### src/rtl/ex_pkg.sv
// Shared types for the EX stage: ALU/mult-div encodings, engine state and
// the control halves of the ID/EX and EX/MEM pipeline registers.
package ex_pkg;

    localparam int MD_CYCLES_DEF = 32;

    typedef enum logic [3:0] {
        ALU_ADD  = 4'd0,
        ALU_SUB  = 4'd1,
        ALU_AND  = 4'd2,
        ALU_OR   = 4'd3,
        ALU_XOR  = 4'd4,
        ALU_NOR  = 4'd5,
        ALU_SLT  = 4'd6,
        ALU_SLTU = 4'd7,
        ALU_SLL  = 4'd8,
        ALU_SRL  = 4'd9,
        ALU_SRA  = 4'd10,
        ALU_LUI  = 4'd11
    } alu_op_e;

    typedef enum logic [1:0] {
        MD_MULT  = 2'b00,
        MD_MULTU = 2'b01,
        MD_DIV   = 2'b10,
        MD_DIVU  = 2'b11
    } md_op_e;

    typedef enum logic [1:0] {
        MF_ALU = 2'b00,
        MF_HI  = 2'b01,
        MF_LO  = 2'b10
    } mf_sel_e;

    typedef enum logic {
        MD_IDLE = 1'b0,
        MD_BUSY = 1'b1
    } md_state_e;

    typedef struct packed {
        logic       valid;
        alu_op_e    alu_op;
        logic       md_start;
        mf_sel_e    mf_sel;
        logic       use_imm;
        logic [4:0] shamt;
        logic [4:0] rd;
        logic       reg_write;
        logic       mem_read;
        logic       mem_write;
    } idex_ctrl_t;

    typedef struct packed {
        logic       valid;
        logic [4:0] rd;
        logic       reg_write;
        logic       mem_read;
        logic       mem_write;
    } exmem_ctrl_t;

endpackage

### src/rtl/mult_div_iterativo.sv
// Iterative mult/div engine: one shift-add or restoring-subtract step per
// cycle on operand magnitudes, sign fix-up folded into the HI/LO write.
module mult_div_iterativo
    import ex_pkg::*;
#(
    parameter int WIDTH     = 32,
    parameter int MD_CYCLES = MD_CYCLES_DEF
) (
    input  logic             clock,
    input  logic             reset,
    input  logic             start,
    input  logic [1:0]       op,
    input  logic [WIDTH-1:0] a,
    input  logic [WIDTH-1:0] b,
    output md_state_e        state,
    output logic             last,
    output logic [WIDTH-1:0] hi,
    output logic [WIDTH-1:0] lo
);

    localparam int CW = (MD_CYCLES > 1) ? $clog2(MD_CYCLES) : 1;
    localparam logic [CW-1:0] CNT_LAST = CW'(MD_CYCLES - 1);

    md_state_e        state_next;
    logic [CW-1:0]    cnt;
    logic [WIDTH-1:0] acc, low, opnd, dividend;
    logic             is_div, neg_q, neg_r, div_zero;

    logic             start_div, a_neg, b_neg;
    logic [WIDTH-1:0] a_mag, b_mag;

    logic [WIDTH:0]     add_sum, shifted, trial;
    logic [WIDTH-1:0]   step_acc, step_low, quo, rem, hi_fin, lo_fin;
    logic [2*WIDTH-1:0] prod, prod_fix;

    // Handshake: start is a one-cycle request sampled at the edge the op
    // enters ID/EX; it is only accepted while IDLE or on the last BUSY cycle.
    // last marks the edge at which HI/LO are written and the engine frees up.
    assign start_div = op[1];
    assign a_neg     = !op[0] && a[WIDTH-1];
    assign b_neg     = !op[0] && b[WIDTH-1];
    assign a_mag     = a_neg ? -a : a;
    assign b_mag     = b_neg ? -b : b;

    assign last = (state == MD_BUSY) && (cnt == CNT_LAST);

    always_comb begin
        add_sum  = {1'b0, acc} + (low[0] ? {1'b0, opnd} : '0);
        shifted  = {acc, low[WIDTH-1]};
        trial    = shifted - {1'b0, opnd};
        step_acc = add_sum[WIDTH:1];
        step_low = {add_sum[0], low[WIDTH-1:1]};
        if (is_div) begin
            // trial[WIDTH] is the borrow: set means the divisor did not fit
            if (!trial[WIDTH]) begin
                step_acc = trial[WIDTH-1:0];
                step_low = {low[WIDTH-2:0], 1'b1};
            end else begin
                step_acc = shifted[WIDTH-1:0];
                step_low = {low[WIDTH-2:0], 1'b0};
            end
        end
    end

    always_comb begin
        prod     = {step_acc, step_low};
        prod_fix = neg_q ? -prod : prod;
        quo      = neg_q ? -step_low : step_low;
        rem      = neg_r ? -step_acc : step_acc;
        hi_fin   = prod_fix[2*WIDTH-1:WIDTH];
        lo_fin   = prod_fix[WIDTH-1:0];
        if (is_div) begin
            if (div_zero) begin
                hi_fin = dividend;
                lo_fin = '1;
            end else begin
                hi_fin = rem;
                lo_fin = quo;
            end
        end
    end

    always_ff @(posedge clock or posedge reset) begin
        if (reset) state <= MD_IDLE;
        else       state <= state_next;
    end

    always_comb begin
        state_next = state;
        case (state)
            MD_IDLE: if (start) state_next = MD_BUSY;
            MD_BUSY: if (last)  state_next = start ? MD_BUSY : MD_IDLE;
            default: state_next = MD_IDLE;
        endcase
    end

    always_ff @(posedge clock or posedge reset) begin
        if (reset) begin
            cnt      <= '0;
            acc      <= '0;
            low      <= '0;
            opnd     <= '0;
            dividend <= '0;
            is_div   <= 1'b0;
            neg_q    <= 1'b0;
            neg_r    <= 1'b0;
            div_zero <= 1'b0;
            hi       <= '0;
            lo       <= '0;
        end else begin
            if (state == MD_BUSY) begin
                cnt <= cnt + 1'b1;
                acc <= step_acc;
                low <= step_low;
                if (last) begin
                    hi <= hi_fin;
                    lo <= lo_fin;
                end
            end
            // A back-to-back start on the last cycle overrides the step update
            if (start) begin
                cnt      <= '0;
                acc      <= '0;
                low      <= start_div ? a_mag : b_mag;
                opnd     <= start_div ? b_mag : a_mag;
                dividend <= a;
                is_div   <= start_div;
                neg_q    <= a_neg ^ b_neg;
                neg_r    <= a_neg;
                div_zero <= (b == '0);
            end
        end
    end

endmodule

### src/rtl/estagio_execucao.sv
// MIPS EX stage: ID/EX register, single-cycle ALU, HI/LO read muxing,
// EX/MEM register and the stall interlock driven by the mult/div engine.
module estagio_execucao
    import ex_pkg::*;
#(
    parameter int WIDTH     = 32,
    parameter int MD_CYCLES = MD_CYCLES_DEF
) (
    input  logic             clock,
    input  logic             reset,
    input  logic             id_valid,
    input  logic             id_flush,
    input  logic [3:0]       id_alu_op,
    input  logic             id_md_start,
    input  logic [1:0]       id_md_op,
    input  logic [1:0]       id_mf_sel,
    input  logic             id_use_imm,
    input  logic [4:0]       id_shamt,
    input  logic [WIDTH-1:0] id_reg_a,
    input  logic [WIDTH-1:0] id_reg_b,
    input  logic [WIDTH-1:0] id_imm,
    input  logic [4:0]       id_rd,
    input  logic             id_reg_write,
    input  logic             id_mem_read,
    input  logic             id_mem_write,
    output logic             ex_stall,
    output logic             exmem_valid,
    output logic [WIDTH-1:0] exmem_result,
    output logic [WIDTH-1:0] exmem_store_data,
    output logic [4:0]       exmem_rd,
    output logic             exmem_reg_write,
    output logic             exmem_mem_read,
    output logic             exmem_mem_write
);

    idex_ctrl_t       id_ctrl, idex_c;
    logic [WIDTH-1:0] idex_a, idex_b, idex_imm;
    exmem_ctrl_t      exmem_c;

    md_state_e        md_state;
    logic             md_last, take_id, md_go;
    logic [WIDTH-1:0] hi, lo, op_b, alu_y, ex_result;

    // The final BUSY cycle does not stall: its edge both retires the op
    // and captures the next ID instruction.
    assign ex_stall = (md_state == MD_BUSY) && !md_last;
    assign take_id  = id_valid && !id_flush;
    assign md_go    = !ex_stall && take_id && id_md_start;

    always_comb begin
        id_ctrl           = '0;
        id_ctrl.valid     = 1'b1;
        id_ctrl.alu_op    = alu_op_e'(id_alu_op);
        id_ctrl.md_start  = id_md_start;
        id_ctrl.mf_sel    = mf_sel_e'(id_mf_sel);
        id_ctrl.use_imm   = id_use_imm;
        id_ctrl.shamt     = id_shamt;
        id_ctrl.rd        = id_rd;
        id_ctrl.reg_write = id_reg_write;
        id_ctrl.mem_read  = id_mem_read;
        id_ctrl.mem_write = id_mem_write;
    end

    always_ff @(posedge clock or posedge reset) begin
        if (reset) begin
            idex_c   <= '0;
            idex_a   <= '0;
            idex_b   <= '0;
            idex_imm <= '0;
        end else if (!ex_stall) begin
            if (take_id) begin
                idex_c   <= id_ctrl;
                idex_a   <= id_reg_a;
                idex_b   <= id_reg_b;
                idex_imm <= id_imm;
            end else begin
                idex_c   <= '0;
                idex_a   <= '0;
                idex_b   <= '0;
                idex_imm <= '0;
            end
        end
    end

    mult_div_iterativo #(
        .WIDTH    (WIDTH),
        .MD_CYCLES(MD_CYCLES)
    ) u_md (
        .clock(clock),
        .reset(reset),
        .start(md_go),
        .op   (id_md_op),
        .a    (id_reg_a),
        .b    (id_reg_b),
        .state(md_state),
        .last (md_last),
        .hi   (hi),
        .lo   (lo)
    );

    assign op_b = idex_c.use_imm ? idex_imm : idex_b;

    always_comb begin
        alu_y = '0;
        case (idex_c.alu_op)
            ALU_ADD:  alu_y = idex_a + op_b;
            ALU_SUB:  alu_y = idex_a - op_b;
            ALU_AND:  alu_y = idex_a & op_b;
            ALU_OR:   alu_y = idex_a | op_b;
            ALU_XOR:  alu_y = idex_a ^ op_b;
            ALU_NOR:  alu_y = ~(idex_a | op_b);
            ALU_SLT:  alu_y = {{(WIDTH-1){1'b0}}, $signed(idex_a) < $signed(op_b)};
            ALU_SLTU: alu_y = {{(WIDTH-1){1'b0}}, idex_a < op_b};
            ALU_SLL:  alu_y = op_b << idex_c.shamt;
            ALU_SRL:  alu_y = op_b >> idex_c.shamt;
            ALU_SRA:  alu_y = WIDTH'($signed(op_b) >>> idex_c.shamt);
            ALU_LUI:  alu_y = idex_imm << 16;
            default:  alu_y = '0;
        endcase
    end

    always_comb begin
        ex_result = alu_y;
        case (idex_c.mf_sel)
            MF_HI:   ex_result = hi;
            MF_LO:   ex_result = lo;
            default: ex_result = alu_y;
        endcase
    end

    // Mult/div ops never reach MEM/WB; they only update HI/LO
    always_ff @(posedge clock or posedge reset) begin
        if (reset) begin
            exmem_c          <= '0;
            exmem_result     <= '0;
            exmem_store_data <= '0;
        end else if (idex_c.valid && !idex_c.md_start) begin
            exmem_c.valid     <= 1'b1;
            exmem_c.rd        <= idex_c.rd;
            exmem_c.reg_write <= idex_c.reg_write;
            exmem_c.mem_read  <= idex_c.mem_read;
            exmem_c.mem_write <= idex_c.mem_write;
            exmem_result      <= ex_result;
            exmem_store_data  <= idex_b;
        end else begin
            exmem_c          <= '0;
            exmem_result     <= '0;
            exmem_store_data <= '0;
        end
    end

    assign exmem_valid     = exmem_c.valid;
    assign exmem_rd        = exmem_c.rd;
    assign exmem_reg_write = exmem_c.reg_write;
    assign exmem_mem_read  = exmem_c.mem_read;
    assign exmem_mem_write = exmem_c.mem_write;

endmodule

### config.mk
export PLATFORM = sky130hd
export DESIGN_NAME = estagio_execucao
export DESIGN_NICKNAME = d
export VERILOG_FILES = /design/src/rtl/ex_pkg.sv /design/src/rtl/mult_div_iterativo.sv /design/src/rtl/estagio_execucao.sv
export SDC_FILE = /design/constraint.sdc
export NUM_CORES = 2
export LEC_CHECK = 0
export ABC_AREA = 0
export BUFFER_PORTS_ARGS = -buffer_cell sky130_fd_sc_hd__buf_4
export CAP_MARGIN = 20
export CORE_MARGIN = 3
export CORE_UTILIZATION = 50
export DETAILED_ROUTE_END_ITERATION = 10
export GPL_ROUTABILITY_DRIVEN = 1
export PLACE_DENSITY = 0.76
export SYNTH_ARGS = -nofsm -noshare
export SYNTH_HDL_FRONTEND = slang
export SYNTH_HIERARCHICAL = 1
export SYNTH_SLANG_ARGS = --single-unit
export TNS_END_PERCENT = 50
### constraint.sdc
create_clock -name clock -period 7.2 [get_ports clock]
set_input_delay 0 -clock clock [delete_from_list [all_inputs] [get_ports clock]]
set_output_delay 0 -clock clock [all_outputs]
set_load 0.05 [all_outputs]
# [Word level (Yosys, flattened, before mapping)]
# Cells that the tools add are included.
[word_totals] out_inout_bits=74 reg_bits=393 inputBits=123 elab_cells=119
[classes] n_shift=3 n_bitwise=6 n_eq_ne=14 n_addsub=10 muxes=35 magnitude_cmp=2 reduce_logical=17
[op_table] op="$mux W32" count=24
[op_table] op="$pmux W32 S12" count=1
[op_table] op="$neg A32 Y32" count=4
[op_table] op="$lt A32 B32 Y1" count=2
[op_table] op="$mux W64" count=1
[op_table] op="$neg A64 Y64" count=1
[op_table] op="$pmux W32 S2" count=1
[op_table] op="$add A32 B33 Y33" count=1
[op_table] op="$sub A33 B32 Y33" count=1
[op_table] op="$add A32 B32 Y32" count=1
[op_table] op="$and A32 B32 Y32" count=1
[op_table] op="$logic_not A32 Y1" count=1
[op_table] op="$not A32 Y32" count=1
[op_table] op="$or A32 B32 Y32" count=1
[op_table] op="$shl A32 B5 Y32" count=1
[op_table] op="$shr A32 B5 Y32" count=1
[op_table] op="$sshr A32 B5 Y32" count=1
[op_table] op="$sub A32 B32 Y32" count=1
[op_table] op="$xor A32 B32 Y32" count=1
[op_table] op="$mux W22" count=1
[op_table] op="$eq A4 B3 Y1 const B" count=4
[op_table] op="$eq A4 B4 Y1 const B" count=4
[op_table] op="$mux W5" count=2
[op_table] op="$mux W9" count=1
[op_table] op="15 further kinds" count=29

# [Longest topological paths before layout]
[logic_depth] ltp_word=10 ltp_mapped=26 mapped_depth_nobuf=23

# [Cells and area by module]
# Netlist, hierarchy kept.
[modules_own_cells] module="mult_div_iterativo" seq_area_each_um2=5054.8 area_per_inst_um2=18088.6 cells_per_inst=2307 n_inst=1
[modules_own_cells] module="estagio_execucao" seq_area_each_um2=4779.6 area_per_inst_um2=16535.9 cells_per_inst=1940 n_inst=1

# [Worst setup path after synthesis]
# OpenSTA, ideal clock, no wires.
[synth_timing] path_kind="register to register" startpoint="reg u_md.low[31]" endpoint="reg u_md.hi[14]" t_arrival_ns=4.601 synth_period_minus_slack_ns=4.738 slack_ns=2.462 path_stages_with_launch=26 setup_ns=0.137 path_buffers=2 t_required_ns=7.063 cell_sequence="dfrtp_1 -> inv_1 -> ha_1 -> inv_1 -> fa_1 -> a211oi_2 -> o211ai_2 -> and3_4 -> o21ai_1 -> nand3_1 -> buf_2 -> buf_2 -> a31o_2 -> inv_1 -> ha_1 -> o21ai_0 -> nor2_1 -> and3_1 -> nand3_1 -> nor2_1 -> nand4_1 -> o31ai_1 -> xnor2_1 -> nor2_1 -> a21oi_1 -> o21ai_0"
[synth_via] elab_chain_len=7 elab_cells_between_ends=11 cone_classes="add/sub (3); mux (8)"
[synth_lines] element="from (decl)" line_no="mult_div_iterativo.sv:26" text="logic [WIDTH-1:0] acc, low, opnd, dividend;"
[synth_lines] element="from (signal assigned)" line_no="mult_div_iterativo.sv:114" text="low <= step_low;"
[synth_lines] element="from (signal assigned)" line_no="mult_div_iterativo.sv:124" text="low <= start_div ? a_mag : b_mag;"
[synth_lines] element="$sub A33 B32 Y33" line_no="mult_div_iterativo.sv:50" text="trial = shifted - {1'b0, opnd};"
[synth_lines] element="$mux W32" line_no="mult_div_iterativo.sv:55" text="if (!trial[WIDTH]) begin"
[synth_lines] element="$mux W32" line_no="mult_div_iterativo.sv:53" text="if (is_div) begin"
[synth_lines] element="$neg A32 Y32" line_no="mult_div_iterativo.sv:69" text="rem = neg_r ? -step_acc : step_acc;"
[synth_lines] element="$mux W32" line_no="mult_div_iterativo.sv:69"
[synth_lines] element="$mux W32" line_no="mult_div_iterativo.sv:73" text="if (div_zero) begin"
[synth_lines] element="$mux W32 (*)" line_no="mult_div_iterativo.sv:72" text="if (is_div) begin"
[synth_lines] element="to (signal assigned)" line_no="mult_div_iterativo.sv:116" text="hi <= hi_fin;"
[synth_lines] element="to (decl)" line_no="mult_div_iterativo.sv:17" text="output logic [WIDTH-1:0] hi,"
# Mark *: on every way between the ends. The rest lies on a longest branch, timed or not.
# A chain may end at the register's enable or synchronous reset.

# [Worst setup path after layout]
[layout_timing] startpoint="reg u_md.low[31]" endpoint="reg u_md.hi[26]"
# The elaborated chain is that of the path after synthesis.

==> impl_metrics.toml <==
[critical_path]
cp_num_cells = 21
cp_slowest_cell = "o41ai_1"
startpoint = "u_md/low[31]$_DFFE_PP0P_"
critical_path.most_common_cell = "nand2_1"
r2r_setup_slack_ns = 1.32
crit_arrival_ns = 6.35
slowest_delay_ns = 0.53
path_buf_inv = 3
timing.rr.start = "u_md/low[31]$_DFFE_PP0P_"
rr_endpoint = "u_md/hi[26]$_DFFE_PP0P_"
setup.worst_path.end = "u_md/hi[26]$_DFFE_PP0P_"
endpoint_kind = "flop"
critPathMaxFanout = 18
worst-setup-path-type = "flop to flop"
cp-start-kind = "flop"
worstPathRequired_ns = 7.67
critical-path-top-delay-family = "compound AO/OA/AOI/OAI gates"
worst_r2r_path_depth = 21
cp_cell_sequence = "inv_1 -> ha_1 -> inv_1 -> fa_1 -> a211oi_2 -> o211ai_2 -> and3_4 -> o21ai_1 -> nand3_1 -> nand2_1 -> buf_4 -> o21ai_0 -> mux2i_1 -> ha_1 -> nand2_1 -> a31oi_2 -> and4_1 -> nand2_1 -> o41ai_1 -> xor2_1 -> o211ai_1"

[synth]
synth-seq-cells = 393
avgSynthCellArea_um2 = 8.15
synth_fa_ha_area_share_pct = 6.66
async_reset_ff_share_pct = 100
synth_most_common_cell = "nand2_1"
synth_compound_area_share_pct = 27.4
syn-num-nets = 4552
synth_warnings = 6
synth.area.top_cells = "dfrtp_1 (28%), ha_1 (6.4%), mux2i_1 (4.7%), nand2_1 (4.6%), a21oi_1 (4.6%)"
yosysSeqAreaShare_pct = 28.4
synth_area_um2 = 34600
synthFlopType = "dfrtp_1"
synthCells = 4247
synth_xor_area_share_pct = 4.65
netlist.area_leader.share_pct = 28.4
synth_largest_area_cell = "dfrtp_1"
ys_types = 116
synth_edf_count = 0
yosys.area_share.simple_pct = 18.1
yosys-top-cells-count = "nand2_1 (424), nor2_1 (407), dfrtp_1 (393)"
muxShareOfSynthArea_pct = 9.21
synth_top_family_by_area = "compound AO/OA/AOI/OAI gates"

[drt]
routed_wl_mm = 156
antenna_left = 0
drtIter0Drc = 6685
vias_per_cell = 6.93
drc_errors = 0
first_pass_iters = 11
vias = 37200
post_drt_wl_per_cell_um = 29.0

[grt]
grt_pass1_wl_mm = 229
antenna_found_initial = 9
grt_remaining_overflow = 0
grt_usage_pct = 41.2
grt_max_degree = 134
grt_pass1_vias = 34300

[die]
die_x_um = 269
dieArea_um2 = 72400
initial_core_util_pct = 51.0
die_h_um = 269
io_pins = 197
row_count = 95
core_um2 = 67900

[layout]
fin_nets = 4707
multi_input_area_um2 = 22900
regArea_um2 = 9850
syn_to_final_growth_pct = 14.5
fillers = 5988
drive_gt1_share_pct = 12.8

[timing]
max_slew.worst_pin.slew_ns = 1.15
whs_ns = 0.0461
clock_skew_ns = 0.0452
setup_ws_ns = 1.32
post-route-min-period_ns = 5.88
fin_crit_sh_pct = 81.6
rsz0062_at_grt = "false"
hold_viol_final = 0
max_freq_ghz = 0.170
setup_viol = 0
drv_slew = 0
max_slew_margin_pct = 22.5
setup_tns_ns = 0

[clock_network]
clk_latency_ns = 0.63
postCtsSetupRepairBufs = 0
cts_tree = "done"
cts_root_buffer = "clkbuf_16"
cts_buffers = 46
cts_sinks = 393
htree_levels = 2
clockBufferDepth = 3
clkSlewWorstSetupHoldPaths_ns = 0.07

[run_status]
outcome = "complete, no violations"

[placement]
dpl_worst_slack_ns = 1.52
place_congestion = 1.09
port_buffers = 196
dp_hpwl_mm = 116

[flow_run]
max-cap-violations = 0

[hold_path]
hold_path_class = "input port to flop"
## worst register-to-register path, cell delays in order, from the launching register on
cell      delay [ns]
dfrtp_1         0.44
inv_1           0.09
ha_1            0.16
inv_1           0.05
fa_1            0.45
a211oi_2        0.38
o211ai_2        0.19
and3_4          0.22
o21ai_1         0.31
nand3_1         0.24
nand2_1         0.15
buf_4           0.31
o21ai_0         0.19
mux2i_1         0.32
ha_1            0.35
nand2_1         0.10
a31oi_2         0.39
and4_1          0.45
nand2_1         0.14
o41ai_1         0.53
xor2_1          0.19
o211ai_1        0.10
## registers in the layout, summed over array words and instances, names as in the netlist
| name | count |
|---|---|
| u_md/opnd | 32 |
| exmem_rd | 5 |
| u_md/neg_q | 1 |
| idex_imm | 32 |
| u_md/neg_r | 1 |
| exmem_store_data | 32 |
| u_md/div_zero | 1 |
| u_md/acc | 32 |
| exmem_valid | 1 |
| u_md/lo | 32 |
| exmem_result | 32 |
| exmem_mem_read | 1 |
| idex_a | 32 |
| idex_c | 22 |
| idex_b | 32 |
| exmem_mem_write | 1 |
| u_md/cnt | 5 |
| u_md/hi | 32 |
| u_md/state | 1 |
| u_md/low | 32 |
| exmem_reg_write | 1 |
| u_md/dividend | 32 |
| u_md/is_div | 1 |
## metrics by stage
step	instances	instance area [µm²]	util, %
global placement	5139	36600	54.0
detailed placement	5140	36700	54.0
global route	5360	39600	58.4
CTS	5358	39600	58.3
finish	5363	39600	58.4
floorplan	4247	34600	-
## kinds of logic after synthesis
family | Yosys count
DFF | 393
AOI/OAI and AO/OA | 1404
muxes | 266
xor gates and xnor gates | 184
adders and majority gates | 182
and+or+nand+nor | 1334
buffers and inverters | 484
## final cells by class
cell class | count | share of cell area (%)
Multi-Input combinational cell | 3370 | 57.8
Antenna cell | 3 | 0.0189
Timing Repair Buffer | 404 | 8.64
Inverter | 187 | 1.81
Sequential cell | 393 | 24.8
Tap cell | 921 | 2.91
Clock buffer | 62 | 3.31
Clock inverter | 23 | 0.713
## placed cells by master (no fill, tap or decap), types with 16 or more instances in the layout
master	count
mux2_2	56
mux2i_1	163
o21ai_0	309
ha_1	178
inv_1	163
o21bai_1	19
inv_2	18
mux4_2	31
nor2_1	406
buf_4	268
nor4_1	24
clkbuf_16	46
o211ai_1	73
a31oi_1	40
nand4_1	42
o21ai_1	38
nand2b_1	36
xor2_1	70
and2_1	84
nand2_1	424
a22o_1	120
a21oi_1	314
or3_1	27
nand3_1	80
a21o_1	57
xnor2_1	114
o22ai_1	30
dlygate4sd3_1	133
nor2b_1	27
o21a_1	27
a211oi_1	74
nor3_1	79
a221oi_1	45
o31ai_1	29
and3_1	16
dfrtp_1	387
## what timing repair did
item / 4_1_cts / 5_1_grt
endpoints found under the hold margin: 445 / 0
hold buffers: 133 / 0
gates resized for setup: 0 / 0
## metal layers
metal  vias up  track usage (%)  share of wire (%)
li1      15900                -                  -
met2      2895             60.8                 42
met3       657             12.6                 14
met1     17700             53.3                 37
met4        14             24.2                7.3
met5         -                0              0.065
## worst min path at each step
| stage | cells after the start | from | slack, ns | endpoint |
|---|---|---|---|---|
| after floorplan | 1 | id_reg_b[31] | 0.1 | u_md/div_zero$_DFFE_PP0P_ |
| after global placement | 2 | id_rd[3] | 0.22 | idex_c[6]$_DFFE_PP0N_ |
| after detailed placement | 2 | id_shamt[2] | 0.22 | idex_c[10]$_DFFE_PP0N_ |
| after CTS | 3 | id_md_op[1] | 0.01 | u_md/opnd[30]$_DFFE_PP0P_ |
| after global routing | 3 | id_md_start | 0.05 | u_md/cnt[3]$_DFFE_PP0P_ |
| final | 3 | id_md_op[1] | 0.05 | u_md/opnd[30]$_DFFE_PP0P_ |
Power is left out: the tool's default activity adds up to more than one toggle a clock period on the data nets, which glitch-free logic cannot reach.
